[config.mk]
export PLATFORM = sky130hd
export DESIGN_NAME = router_pkt_ctrl
export DESIGN_NICKNAME = d
export VERILOG_FILES = /design/src/rtl/router_pkt_ctrl.sv
export SDC_FILE = /design/constraint.sdc
export NUM_CORES = 1
export LEC_CHECK = 0
export BUFFER_PORTS_ARGS = -buffer_cell sky130_fd_sc_hd__buf_2
export CAP_MARGIN = 20
export CORE_ASPECT_RATIO = 0.9
export CORE_MARGIN = 1
export CORE_UTILIZATION = 45
export DETAILED_ROUTE_END_ITERATION = 6
export PLACE_DENSITY = 0.69
export SYNTH_ARGS = -nofsm -noshare
export SYNTH_HDL_FRONTEND = slang
export SYNTH_SLANG_ARGS = --single-unit
[constraint.sdc]
create_clock -name clk -period 2 [get_ports clk]
set_input_delay 0.4 -clock clk [delete_from_list [all_inputs] [get_ports clk]]
set_output_delay 0.4 -clock clk [all_outputs]
set_load 0.1 [all_outputs]
[src/rtl/router_pkt_ctrl.sv]
// router_pkt_ctrl: packet router FSM with idle-FIFO soft resets; optional parity check via ROUTER_PARITY_CHK_EN.
module router_pkt_ctrl (
    input  logic       clk,
    input  logic       rst,
    input  logic       pkt_valid,
    input  logic [7:0] data_in,
    input  logic [2:0] fifo_full,
    input  logic [2:0] fifo_empty,
    input  logic [2:0] read_en,
    output logic       busy,
    output logic [2:0] write_en,
    output logic [7:0] fifo_din,
    output logic       lfd,
    output logic [2:0] soft_rst,
    output logic [2:0] vld_out,
    output logic       err
);
    localparam logic [2:0] DECODE_ADDRESS     = 3'd0;
    localparam logic [2:0] WAIT_TILL_EMPTY    = 3'd1;
    localparam logic [2:0] LOAD_FIRST_DATA    = 3'd2;
    localparam logic [2:0] LOAD_DATA          = 3'd3;
    localparam logic [2:0] FIFO_FULL_STATE    = 3'd4;
    localparam logic [2:0] CHECK_PARITY_ERROR = 3'd5;
    logic [2:0] state, state_nxt;
    logic [1:0] addr;
    logic [7:0] header;
    logic [4:0] idle_cnt [3];
    logic       accept, abort, full_a, wr;
    assign vld_out = ~fifo_empty;
    assign full_a  = fifo_full[addr];
    assign accept  = (state == DECODE_ADDRESS) && pkt_valid && (data_in[1:0] != 2'd3);
    assign abort   = (state != DECODE_ADDRESS) && soft_rst[addr];
    assign wr      = !abort && ((state == LOAD_FIRST_DATA) || (state == LOAD_DATA && !full_a));
    assign write_en = wr ? (3'b001 << addr) : 3'b000;
    assign fifo_din = (state == LOAD_FIRST_DATA) ? header : data_in;
    assign lfd      = wr && (state == LOAD_FIRST_DATA);
    assign busy     = !((state == DECODE_ADDRESS) || (state == LOAD_DATA && !full_a));
    // next-state decode; a soft reset of the active FIFO overrides every other transition
    always_comb begin
        state_nxt = state;
        case (state)
            DECODE_ADDRESS:     state_nxt = accept ? (fifo_empty[data_in[1:0]] ? LOAD_FIRST_DATA : WAIT_TILL_EMPTY) : DECODE_ADDRESS;
            WAIT_TILL_EMPTY:    state_nxt = fifo_empty[addr] ? LOAD_FIRST_DATA : WAIT_TILL_EMPTY;
            LOAD_FIRST_DATA:    state_nxt = LOAD_DATA;
            LOAD_DATA:          state_nxt = full_a ? FIFO_FULL_STATE : (pkt_valid ? LOAD_DATA : CHECK_PARITY_ERROR);
            FIFO_FULL_STATE:    state_nxt = full_a ? FIFO_FULL_STATE : LOAD_DATA;
            CHECK_PARITY_ERROR: state_nxt = DECODE_ADDRESS;
            default:            state_nxt = DECODE_ADDRESS;
        endcase
        if (abort) state_nxt = DECODE_ADDRESS;
    end
    // state register plus header/destination capture on header accept
    always_ff @(posedge clk) begin
        if (!rst) begin
            state  <= DECODE_ADDRESS;
            addr   <= 2'd0;
            header <= 8'd0;
        end else begin
            state <= state_nxt;
            if (accept) begin
                addr   <= data_in[1:0];
                header <= data_in;
            end
        end
    end
    // per-FIFO idle watchdog: 30 unread cycles with data pending fire a one-cycle soft reset
    always_ff @(posedge clk) begin
        for (int i = 0; i < 3; i++) begin
            if (!rst || !vld_out[i] || read_en[i]) begin
                idle_cnt[i] <= 5'd0;
                soft_rst[i] <= 1'b0;
            end else if (idle_cnt[i] == 5'd29) begin
                idle_cnt[i] <= 5'd0;
                soft_rst[i] <= 1'b1;
            end else begin
                idle_cnt[i] <= idle_cnt[i] + 5'd1;
                soft_rst[i] <= 1'b0;
            end
        end
    end
`ifdef ROUTER_PARITY_CHK_EN
    logic [7:0] parity;
    // running XOR seeded with the header; folding in the parity byte leaves zero on a good packet
    always_ff @(posedge clk) begin
        if (!rst) begin
            parity <= 8'd0;
            err    <= 1'b0;
        end else if (accept) begin
            parity <= data_in;
            err    <= 1'b0;
        end else if (wr && state == LOAD_DATA) begin
            parity <= parity ^ data_in;
        end else if (state == CHECK_PARITY_ERROR && !abort) begin
            err <= |parity;
        end
    end
`else
    assign err = 1'b0;
`endif
endmodule
==> results_dict.tcl <==
set metrics [dict create \
    outcome "complete, but fails checks" \
    violations "setup timing" \
    hold_viol 0 \
    io_buffer_count 38 \
    avgRoutedWirePerCell_um 13.9 \
    boundaryPins 40 \
    hold_path_class "input port to register" \
    leakagePower_nw 0.975 \
    nFillCells 267 \
    initial_core_util 0.475 \
    cts_tree "done" \
    post-route-period-util 1.17 \
    netlist_area_sq_um 1620 \
    clk_latency_ns 0.28 \
    power_per_cell_area_nw_per_um2 1050 \
    max_freq_ghz 0.428 \
    gp_congestion 0.838 \
    setup_viol 6 \
    cp.required_ns 1.60 \
    yosysWarnings 0 \
    antenna_found_initial 0 \
    report.final.slew_viol_count 0 \
    synth_ff_type "edfxtp_1" \
    ff_latch_area_sq_um 741 \
    synth.avg_cell_area_sq_um 9.97 \
    die_y_um 58.8 \
    cp_max_fo 4 \
    ir_worst_vdd_v 0.000533 \
    cpPeakStageDelay_ns 0.37 \
    dieArea_sq_um 3830 \
    cts_root_buffer "clkbuf_8" \
    netlist-cell-type-count 41 \
    fin_crit_ns 2.34 \
    clkSlewWorstSetupHoldPaths_ns 0.06 \
    fp-row-count 20 \
    cts_buffers 5 \
    synth.area.top_cells "edfxtp_1 28%, dfxtp_1 17%, mux2_2 5.6%" \
    fp.dieW_um 65.2 \
    ctsHoldBuffers 0 \
    fin_nets 257 \
    cts_buffer_depth 2 \
    synth_edf_count 15 \
    routed_via_density 5.31 \
    routed_wl_um 3850 \
    critPathSlowestCell "dfxtp_4" \
    drc 0 \
    grt_pass1_vias 1397 \
    end_kind "output port" \
    firstDrtPassIters 4 \
    ant_nets 0 \
    finClkSkew_ns 0.00595 \
    drive_gt1_frac 0.375 \
    synth-seq-cells 29 \
    core_area_sq_um 3400 \
    maxCapViolCount 0 \
    cts_sinks 29 \
    grt_first_pass_wirelength_um 6110 \
    grt_max_degree 15 \
    overflow 0 \
    arrival_ns 1.94 \
    grt_usage 0.218 \
    synth_seq_area_share 0.452 \
    netlist.area_leader.share 0.279 \
    multiInputGateArea_sq_um 948 \
    fin_ws_ns -0.336 \
    total_power_mw 2.48 \
    rsz0062_at_grt "true" \
    cp-start-kind "register" \
    async_flop_share 0 \
    yosysTopAreaCell "edfxtp_1" \
    crit_chain "mux2_4 -> a22o_4 -> a211oi_4 -> nor3b_4 -> buf_12" \
    crit_type "register to output port" \
    num_vias 1465 \
    final_util 0.692 \
    diodes 0 \
    syn_inst 162 \
    layout-area-overhead-vs-synth_pct 45.9 \
    htree_levels 2 \
    dp_hpwl_um 2860 \
    drt_iter0_drc 94 \
]
==> logic make-up after synthesis <==
group | after synthesis | share of synthesized area
simple gates | 67 | 0.203
flops | 29 | 0.452
compound gates | 21 | 0.105
buf+inv | 15 | 0.0496
mux | 12 | 0.0837
xor+xnor | 9 | 0.0488
fa+ha+maj | 7 | 0.0527
other cells | 2 | 0.00465
==> registers in the layout, indices dropped and copies added (netlist names) <==
name	cells
idle_cnt	15
state	3
header	7
addr	1
soft_rst	3
==> layout by cell type, fill, tap and decap left out, drive strengths merged, types with 2 or more instances in the layout <==
cell | Yosys | layout
a311oi | 2 | 2
buf | 3 | 51
conb | 2 | 16
xor2 | 6 | 6
xnor2 | 3 | 3
nor3b | 2 | 2
edfxtp | 15 | 15
nor4 | 3 | 3
nand3b | 2 | 2
o2bb2ai | 2 | 2
clkbuf | 0 | 8
nand4 | 5 | 5
inv | 11 | 11
mux2i | 3 | 3
mux2 | 9 | 9
nand3 | 8 | 8
nor3 | 3 | 3
a21oi | 7 | 7
ha | 6 | 6
nand2 | 15 | 15
a211oi | 2 | 2
nor2 | 24 | 25
dfxtp | 14 | 14
==> worst max-delay path, delay by kind of cell, from the launching register on <==
kind	cells	cell delay, ns
multiplexers	1	0.31
AND/OR/NAND/NOR	1	0.27
AO/OA/AOI/OAI	2	0.49
flip-flops	1	0.37
buffers and inverters	1	0.21
==> cells in the mapped netlist, types with 2 or more instances <==
library cell,number
mux2_2,8
nand4_1,5
nand2_1,15
inv_1,11
a21oi_1,6
conb_1,2
a311oi_1,2
nor3_1,3
o2bb2ai_1,2
buf_6,2
a211oi_1,2
xor2_1,6
nor2_1,23
edfxtp_1,15
ha_1,6
xnor2_1,3
nor3b_1,2
nand3b_1,2
mux2i_1,3
nand3_1,8
dfxtp_1,14
nor4_1,3
==> repair_timing <==
item,CTS,global route
gates cloned,0,1
setup endpoints to repair,13,13
pin swaps,3,4
endpoints found under the hold margin,0,0
setup buffers,3,1
gates resized for setup,9,5
==> power by group <==
group | internal [mW] | total [mW] | switching, mW | leakage [nW]
Clock | 0.246 | 0.458 | 0.212 | 0.0395
Sequential | 0.683 | 0.758 | 0.0756 | 0.272
Combinational | 0.489 | 1.26 | 0.775 | 0.664
==> metal layers <==
layer	GRT usage	share of wire	wire, um	vias up
li1	-	-	-	702
met1	0.245	0.42	1640	697
met2	0.381	0.49	1900	55
met3	0.0659	0.059	228	11
met4	0.106	0.022	86	0
met5	0	0	0	-
==> stage by stage <==
step                      cells  instance area (sq um)  hold slack [ns]  setup WS [ns]  setup TNS, ns
final                       276                   2360            0.285         -0.336          -1.42
after global placement      263                   2180            0.439         -0.104         -0.270
after CTS                   274                   2320            0.278         -0.337          -2.97
after detailed placement    263                   2180            0.451         -0.161         -0.391
after floorplan             176                   1730            0.433         -0.500          -1.21
after global routing        276                   2360            0.285         -0.369          -1.70
==> layout make-up <==
class,instances,area share
well taps,44,0.0234
flip-flops and latches,29,0.314
clock buffers,8,0.0340
repair buffers,51,0.208
multi-input cells,133,0.403
inverters,11,0.0175
==> path summary, 6_finish.rpt <==
kind | startpoint | to | slack (ns) | depth (start not counted)
worst max-delay path | header[1]$_SDFFE_PN0P_ | write_en[0] | -0.34 | 5
worst min-delay path | read_en[0] | soft_rst[0]$_DFF_P_ | 0.28 | 2
worst max register to register | header[1]$_SDFFE_PN0P_ | state[1]$_SDFF_PP0_ | -0.02 | 7
worst min register to register | header[3]$_SDFFE_PN0P_ | header[3]$_SDFFE_PN0P_ | 0.46 | 2
Power figures use the tool's default switching activity.
